**src/rtl/result_drain.sv**
```systemverilog
// Streams NUM_ROWS result rows from the results SRAM into a 2-entry output FIFO.
// Optional feature macro DRAIN_PARITY_EN adds m_parity (even parity per lane).
module result_drain #(
  parameter int ADDRESSSIZE    = 10,
  parameter int PARTIAL_SUM_BW = 24,
  parameter int MATRIX_SIZE    = 32,
  parameter int NUM_ROWS       = 32
) (
  input  logic                                   clk,
  input  logic                                   rst,
  input  logic                                   start,
  input  logic [ADDRESSSIZE-1:0]                 base_addr,
  output logic                                   busy,
  output logic                                   done,
  output logic                                   valid_address,
  output logic [ADDRESSSIZE-1:0]                 sram_result_address,
  input  logic [PARTIAL_SUM_BW*MATRIX_SIZE-1:0]  sram_result_data_out,
  output logic                                   m_valid,
  input  logic                                   m_ready,
  output logic [PARTIAL_SUM_BW*MATRIX_SIZE-1:0]  m_data,
  output logic                                   m_last,
`ifdef DRAIN_PARITY_EN
  output logic [MATRIX_SIZE-1:0]                 m_parity,
`endif
  output logic [1:0]                             dbg_state_o
);

  localparam int DW    = PARTIAL_SUM_BW * MATRIX_SIZE;
  localparam int ROW_W = (NUM_ROWS > 1) ? $clog2(NUM_ROWS) : 1;

  typedef enum logic [1:0] {IDLE = 2'd0, READ = 2'd1, FLUSH = 2'd2} state_e;

  state_e                 state_q, state_d;
  logic [ADDRESSSIZE-1:0] base_q;
  logic [ROW_W-1:0]       row_q;
  logic                   inflight_q, inflight_last_q;
  logic [DW-1:0]          fifo_data_q [2];
  logic                   fifo_last_q [2];
  logic [1:0]             count_q;
  logic                   wr_ptr_q, rd_ptr_q;

  logic       accept, issue, push, pop, row_is_last, head_last;
  logic [2:0] credit_used;

  // Stream: a beat moves on every edge where m_valid && m_ready; once m_valid
  // is up, m_data/m_last (and m_parity) hold until that edge.
  assign accept      = (state_q == IDLE) && start;
  assign pop         = (count_q != 2'd0) && m_ready;
  assign push        = inflight_q;
  assign head_last   = fifo_last_q[rd_ptr_q];
  assign row_is_last = (row_q == ROW_W'(NUM_ROWS - 1));
  // Slots already claimed, counting the beat leaving this cycle as freed.
  assign credit_used = 3'(count_q) + 3'(inflight_q) - 3'(pop);
  assign issue       = (state_q == READ) && (credit_used < 3'd2);

`ifdef DRAIN_PARITY_EN
  logic [MATRIX_SIZE-1:0] par_in;
  logic [MATRIX_SIZE-1:0] fifo_par_q [2];
  always_comb begin
    par_in = '0;
    for (int i = 0; i < MATRIX_SIZE; i++)
      par_in[i] = ^sram_result_data_out[i*PARTIAL_SUM_BW +: PARTIAL_SUM_BW];
  end
  assign m_parity = rst ? '0 : fifo_par_q[rd_ptr_q];
`endif

  always_ff @(posedge clk) begin
    if (rst) state_q <= IDLE;
    else     state_q <= state_d;
  end

  always_comb begin
    state_d = state_q;
    case (state_q)
      IDLE:    if (start) state_d = READ;
      READ:    if (issue && row_is_last) state_d = FLUSH;
      FLUSH:   if (pop && head_last) state_d = IDLE;
      default: state_d = IDLE;
    endcase
  end

  always_comb begin
    busy                = 1'b0;
    done                = 1'b0;
    valid_address       = 1'b0;
    sram_result_address = '0;
    if (!rst) begin
      busy          = (state_q != IDLE);
      done          = (state_q == FLUSH) && pop && head_last;
      valid_address = issue;
      if (issue) sram_result_address = base_q + ADDRESSSIZE'(row_q);
    end
  end

  assign m_valid     = !rst && (count_q != 2'd0);
  assign m_data      = rst ? '0 : fifo_data_q[rd_ptr_q];
  assign m_last      = m_valid && head_last;
  assign dbg_state_o = state_q;

  always_ff @(posedge clk) begin
    if (rst) begin
      base_q          <= '0;
      row_q           <= '0;
      inflight_q      <= 1'b0;
      inflight_last_q <= 1'b0;
      count_q         <= 2'd0;
      wr_ptr_q        <= 1'b0;
      rd_ptr_q        <= 1'b0;
      for (int i = 0; i < 2; i++) begin
        fifo_data_q[i] <= '0;
        fifo_last_q[i] <= 1'b0;
`ifdef DRAIN_PARITY_EN
        fifo_par_q[i]  <= '0;
`endif
      end
    end else begin
      if (accept) begin
        base_q <= base_addr;
        row_q  <= '0;
      end else if (issue && !row_is_last) begin
        row_q <= row_q + 1'b1;
      end
      inflight_q      <= issue;
      inflight_last_q <= issue && row_is_last;
      if (push) begin
        fifo_data_q[wr_ptr_q] <= sram_result_data_out;
        fifo_last_q[wr_ptr_q] <= inflight_last_q;
`ifdef DRAIN_PARITY_EN
        fifo_par_q[wr_ptr_q]  <= par_in;
`endif
        wr_ptr_q <= ~wr_ptr_q;
      end
      if (pop) rd_ptr_q <= ~rd_ptr_q;
      count_q <= count_q + 2'(push) - 2'(pop);
    end
  end

endmodule

```
**config.mk**
```make
export PLATFORM = sky130hd
export DESIGN_NAME = result_drain
export DESIGN_NICKNAME = d
export VERILOG_FILES = /design/src/rtl/result_drain.sv
export SDC_FILE = /design/constraint.sdc
export NUM_CORES = 2
export LEC_CHECK = 0
export CORE_AREA = 2 2 612 614
export DETAILED_ROUTE_END_ITERATION = 7
export DIE_AREA = 0 0 614 616
export PLACE_DENSITY = 0.4
export SYNTH_ARGS = -nofsm -noshare
export SYNTH_HDL_FRONTEND = slang
export SYNTH_SLANG_ARGS = --single-unit
```
**constraint.sdc**
```tcl
create_clock -name clk -period 25 [get_ports clk]
set_clock_uncertainty 0.1 [all_clocks]
set_input_delay 5 -clock clk [delete_from_list [all_inputs] [get_ports clk]]
set_output_delay 5 -clock clk [all_outputs]
set_load 0.01 [all_outputs]
```
# Word-level counts from Yosys, hierarchy flattened

Memories as Yosys holds them, arrays and structs flattened. A register that Yosys moved wholly into a read port is not among the register bits.
Cells that the tools add are included.

Bits in registers: 23
Bits in latches: 0
Memory bits (writable): 1,538
Memory bits (read-only): 0
Input bits: 782
Output and inout port bits: 785
Memories kept: 2

Memory list:

| memory      | depth | width | rd ports | clocked after memory_dff | write ports | RTL line | text |
|---|---|---|---|---|---|---|---|
| fifo_data_q | 2     | 768   | 1        | 1                        | 2           | 37       | `logic [DW-1:0] fifo_data_q [2];` |
| fifo_last_q | 2     | 1     | 1        | 1                        | 2           | 38       | `logic fifo_last_q [2];` |

$add $sub $neg: 6
Multipliers: 0
Divide/modulo/power cells: 0
$lt $le $gt $ge: 1
Equality and inequality tests: 6
Shifts and indexed selects: 0
Muxes and demuxes: 25
Bitwise logic cells: 2
Reduce and logical (&&, ||, !) cells: 19

Operators by type and width:

| operator                                                   | number |
|---|---|
| two-way mux 768 bit                                        | 2 |
| OR reduction 768 bit                                       | 1 |
| two-way mux 10 bit                                         | 2 |
| two-way mux 1 bit                                          | 17 |
| adder 10 x 5 -> 10 bit                                     | 1 |
| logical AND 1 bit                                          | 10 |
| two-way mux 2 bit                                          | 3 |
| one-hot mux 2 bit (3 select lines)                         | 1 |
| adder 5 x 1 -> 5 bit, second input constant                | 1 |
| equality test 5 bit, second input constant                 | 1 |
| != test 2 bit, second input constant                       | 2 |
| nonzero test 2 bit                                         | 2 |
| adder 2 x 1 -> 3 bit                                       | 1 |
| less-than comparator 3 x 2 -> 1 bit, second input constant | 1 |
| AND reduction 3 bit                                        | 1 |
| subtractor 3 x 1 -> 3 bit                                  | 1 |
| adder 2 x 1 -> 2 bit                                       | 1 |
| equality test 2 x 1 -> 1 bit, second input constant        | 1 |
| equality test 2 bit, second input constant                 | 1 |
| zero test 1 bit                                            | 2 |
| zero test 2 bit                                            | 1 |
| != test 2 x 1 -> 1 bit, second input constant              | 1 |
| inverter 1 bit                                             | 2 |
| OR reduction 2 bit                                         | 1 |
| other kinds (2)                                            | 2 |

# Depth between registers and ports, before layout

Word-level depth: 8
Mapped depth: 11

# Worst setup path after synthesis

No wires, ideal clock.

Kind: input to register
Start point: input rst
End point: memory fifo_data_q[0][0] in the netlist's numbering (enable)
Setup time: 1,141 ps
Arrival: 20,765 ps
Setup slack: 2,994 ps
Cell stages on the path: 3
Path buffers: 2
Cell sequence: buf_2 clkbuf_1 a21o_1

RTL lines:

| element     | RTL line | text |
|---|---|---|
| from (decl) | 10       | `input logic rst,` |
| to (decl)   | 37       |  |

# Worst setup path in the final report

Start point: input rst
End point: output m_data[590]

Cells in the longest elaborated chain, start to end: 1

RTL lines:

| element             | RTL line | text |
|---|---|---|
| two-way mux 768 bit | 96       | `assign m_data = rst ? '0 : fifo_data_q[rd_ptr_q];` |
| to (decl)           | 20       | `output logic [PARTIAL_SUM_BW*MATRIX_SIZE-1:0] m_data,` |

Every way passes these cells.

==> results summary <==
The via count of the first global-routing pass is about 46k. The initial antenna violation count came to between 100 and 150. The number of failing hold endpoints at the final stage is 0. The number of placement rows is between 200 and 250. The detailed-route DRC error count is 0. In this design, the stage delay of the slowest critical-path cell is 0.89 ns. The worst setup path is launched from a primary input.

Buffers inserted to repair hold after CTS numbered 0. The largest net degree at the start of global routing is between 150 and 200. The worst endpoint required time is ~20 ns.

The total CTS buffers came out at between 150 and 200. The die extent in x is about 600 um. After layout, the worst setup slack is around 11 ns. TritonCTS built the clock tree. The number of enable-type register cells in the synthesized netlist is about 1.5k.

The gate count after technology mapping is about 5k. The biggest area contributor in the post-synthesis netlist is sky130_fd_sc_hd__edfxtp_1. The cell repeated most along the worst path is sky130_fd_sc_hd__buf_4. The mean instance size in the synthesized netlist came out at about 14 um^2.

The synthesized netlist devotes less than 1% of its cell area to compound gates. After synthesis, the largest family of logic cells by area is simple AND/OR/NAND/NOR gates. The leakage power figure is 0.03324 uW. The timing-limited maximum frequency came out at ~69 MHz. The total of warnings raised by yosys is 0. In the post-synthesis netlist, the biggest area contributors are sky130_fd_sc_hd__edfxtp_1, sky130_fd_sc_hd__and2_1, sky130_fd_sc_hd__mux2i_1. Of the total synthesized cell area, the portion taken by full adders, half adders and majority gates is less than 1%. The number of setup violations in the final report is 0. Broken down by cell family, the worst path's largest delay share belongs to buffers and inverters. CTS placed an instance of sky130_fd_sc_hd__clkbuf_16 at the clock tree root.

The total I/O pin count came out at ~1.6k. The max-cap violation count is 0. The highest ir drop seen on vdd is ~0.049 mV. The area of the core came out at between 300000 and 400000 um^2. The post-synthesis cell area is a little under 70000 um^2. The placed cell count is between 10k and 15k. The flow ran to the end, and the final reports show no timing, DRC or antenna violations. After layout, the worst path uses 57.74% of the clock period.

The worst slack on hold paths came out at between 0.3 and 0.4 ns. The quantity of I/O buffers inserted on ports is 1566. The worst setup path is captured at an output pin. The time the worst path needs with I/O delays and setup is 14.43 ns. The fraction of the mapped netlist area in simple logic gates came out at 18.60%. The relative slew slack is 13.44%.

The share of post-route cells with drive strength above 1 came out at about 5.3%. Walking the worst path, the cells encountered are buf_8, buf_4, buf_12, buf_4, buf_4, nor2_1, clkdlybuf4s50_1. The area of the die came out at about 380000 um^2.

The initial cell density of the core came out at approximately a fifth. The total congestion overflow after global routing came out at 0. The total of flip-flops plus latches after synthesis came out at 1562. The share of flip-flops with an asynchronous set or reset is 0%. The signed area change from the synthesized netlist to the final layout came out at 39.54%.

The highest fanout seen on the critical path came out at 126. The worst hold-check path type is reg2reg. The final wirelength came out at ~280000 um. The synthesized netlist net count is 5910.

Of the synthesized area, sequential elements account for 67.51%. The non-filler instance count after layout is 11.79k. The xor/xnor share of the synthesized area came out at less than 1%. The clock drives ~1.6k sinks. Setup repair after global routing left no endpoint under its margin. The estimated wirelength of the detail-placed design came out at 204100 um.

The DRC marker count from the first detailed-route iteration came out at 2757. The count of vias placed by the detailed router came out at ~46k. The setup slack after placement is about 11 ns. No sink is reached through more buffers than the 4 on the longest clock path. The number of max-slew violations in the final report is 0. The global router's overall resource usage is between 10% and 20%. The post-synthesis cell type count came out at 38. The startpoint-to-endpoint class of the critical path is in2out. The clock latency on the worst-skew pair is between 0.8 and 0.9 ns. The most used flip-flop cell after synthesis is sky130_fd_sc_hd__edfxtp_1. The share of cell area taken by muxes after synthesis came out at 11.19%. The slowest stage of the critical path belongs to the cell sky130_fd_sc_hd__buf_4. For the pin with the worst max-slew slack, the measured transition is ~1.3 ns. Dividing the detail-routed wire length by the instance count gives about 24 um. The clock slew seen by the registers of the worst setup and hold paths came out at around 0.06 ns. The first global-routing pass estimated 386100 um of wire. The arrival time of the worst setup path came out at just over 9 ns. The layout net count is about 7.4k. The number of antenna-violating nets in the routed design came out at 0.

The final total negative setup slack is 0 ns. The area share of the largest cell type after synthesis came out at around 67%. After layout, the design draws a total of ~6700 uW. The total number of H-tree levels is 4.

The cell area power density is 69.32 nW/um^2. The first-pass detailed-route iteration total came out at 6. The count of cells resized by post-cts repair is 0. The floorplan die height came out at 616 um.

Post-CTS timing repair inserted 0 buffers for setup. The worst path buffer plus inverter count came out at 6. Dividing the detail-routed via count by the number of cells gives between 3 and 4.

The routability congestion estimate came out at approximately 0.8.
-- report_power, final --
group	switching [uW]	internal, uW
clock network	1160	1540
registers	41.5	3050
logic	498	397
-- layout make-up --
class,instances,area (um^2)
repair buffers,1649,16430
fillers,38580,274900
clock buffers,253,5159
clock inverters,102,820.8
flip-flops and latches,1562,46670
multi-input cells,3202,21040
inverters,7,26.28
well taps,4972,6221
diodes,38,95.09
-- stage by stage --
step | utilization, % | cell area, um^2
final | 25.97 | 96450
after global routing | 25.96 | 96390
after CTS | 25.95 | 96360
after detailed placement | 24.34 | 90380
after global placement | 24.34 | 90380
after floorplan | - | 69120
-- placed cells by master (no fill, tap or decap), types with 2 or more instances in the layout --
cell type / count
sky130_fd_sc_hd__nor2b_1: 5
sky130_fd_sc_hd__xor2_1: 2
sky130_fd_sc_hd__nor3_1: 3
sky130_fd_sc_hd__a21o_1: 3
sky130_fd_sc_hd__nor2_1: 785
sky130_fd_sc_hd__clkinv_16: 4
sky130_fd_sc_hd__a21oi_1: 16
sky130_fd_sc_hd__o21ai_2: 2
sky130_fd_sc_hd__o21ai_0: 5
sky130_fd_sc_hd__mux2i_1: 773
sky130_fd_sc_hd__ha_1: 8
sky130_fd_sc_hd__nand2b_1: 3
sky130_fd_sc_hd__inv_6: 4
sky130_fd_sc_hd__clkinvlp_4: 5
sky130_fd_sc_hd__bufinv_16: 8
sky130_fd_sc_hd__clkbuf_1: 53
sky130_fd_sc_hd__nand2_1: 27
sky130_fd_sc_hd__clkdlybuf4s50_1: 1565
sky130_fd_sc_hd__clkinv_1: 38
sky130_fd_sc_hd__xnor2_1: 5
sky130_fd_sc_hd__edfxtp_1: 1538
sky130_fd_sc_hd__dfxtp_1: 23
sky130_fd_sc_hd__nand4_1: 2
sky130_fd_sc_hd__buf_4: 73
sky130_fd_sc_hd__inv_1: 6
sky130_fd_sc_hd__buf_12: 10
sky130_fd_sc_hd__fa_1: 2
sky130_fd_sc_hd__clkinv_2: 40
sky130_fd_sc_hd__and2_1: 1541
sky130_fd_sc_hd__nor3b_4: 2
sky130_fd_sc_hd__clkbuf_8: 4
sky130_fd_sc_hd__diode_2: 38
sky130_fd_sc_hd__a2111o_1: 2
sky130_fd_sc_hd__and3_1: 2
sky130_fd_sc_hd__nand3_1: 3
sky130_fd_sc_hd__clkbuf_16: 196
-- Yosys cell counts (all sizes together) (2+ instances only) --
master and instances:
dfxtp 24, a21o 4, clkbuf 244, and2 1541, o21ai 7, nand2b 3, nor3b 2, fa 2
buf 103, inv 7, nor2b 5, ha 8, edfxtp 1538, a21oi 16, xor2 2, nand2 27
mux2i 773, a2111o 2, xnor2 5, nand3 3, and3 2, nor3 3, nand4 2, nor2 785
-- sequential cells by signal, indices dropped and copies added (netlist names), named ones only --
| signal | flops |
|---|---|
| wr_ptr_q | 1 |
| rd_ptr_q | 1 |
| inflight_q | 1 |
| fifo_last_q | 2 |
| base_q | 10 |
| count_q | 2 |
| row_q | 5 |
| dbg_state_o | 2 |
| fifo_data_q | 1536 |
| inflight_last_q | 1 |
-- kinds of logic (layout without fill, tap and decap cells) --
group | after synthesis | in the layout
flops | 1562 | 1562
simple gates | 2378 | 2378
fa+ha+maj | 10 | 10
mux | 773 | 773
other cells | 0 | 38
compound gates | 34 | 34
xor+xnor | 7 | 7
buf+inv | 354 | 2011
-- layer usage --
| layer | global-route usage, % | vias up | wire (um) |
|---|---|---|---|
| met4 | 3.336 | 68 | 6834 |
| met1 | 16.81 | 22960 | 111100 |
| li1 | - | 20760 | - |
| met2 | 26.30 | 1365 | 147900 |
| met5 | 0 | - | 449 |
| met3 | 3.580 | 479 | 18440 |
-- path summary, 6_finish.rpt --
check | startpoint | to | slack, ns | depth (start not counted)
worst max-delay path | rst | m_data[590] | 10.57 | 7
worst max register to register | inflight_q | fifo_data_q[1][588] | 18.74 | 7
worst min register to register | base_q[0] | base_q[0] | 0.37 | 2
worst min-delay path | base_q[0] | base_q[0] | 0.37 | 2
-- worst min-delay path, stage by stage (launching register included) --
cell and delay, ns:
sky130_fd_sc_hd__dfxtp_1 0.32, sky130_fd_sc_hd__nand2_1 0.05, sky130_fd_sc_hd__a21oi_1 0.05
Note: power is estimated with default switching activity, not from simulation.
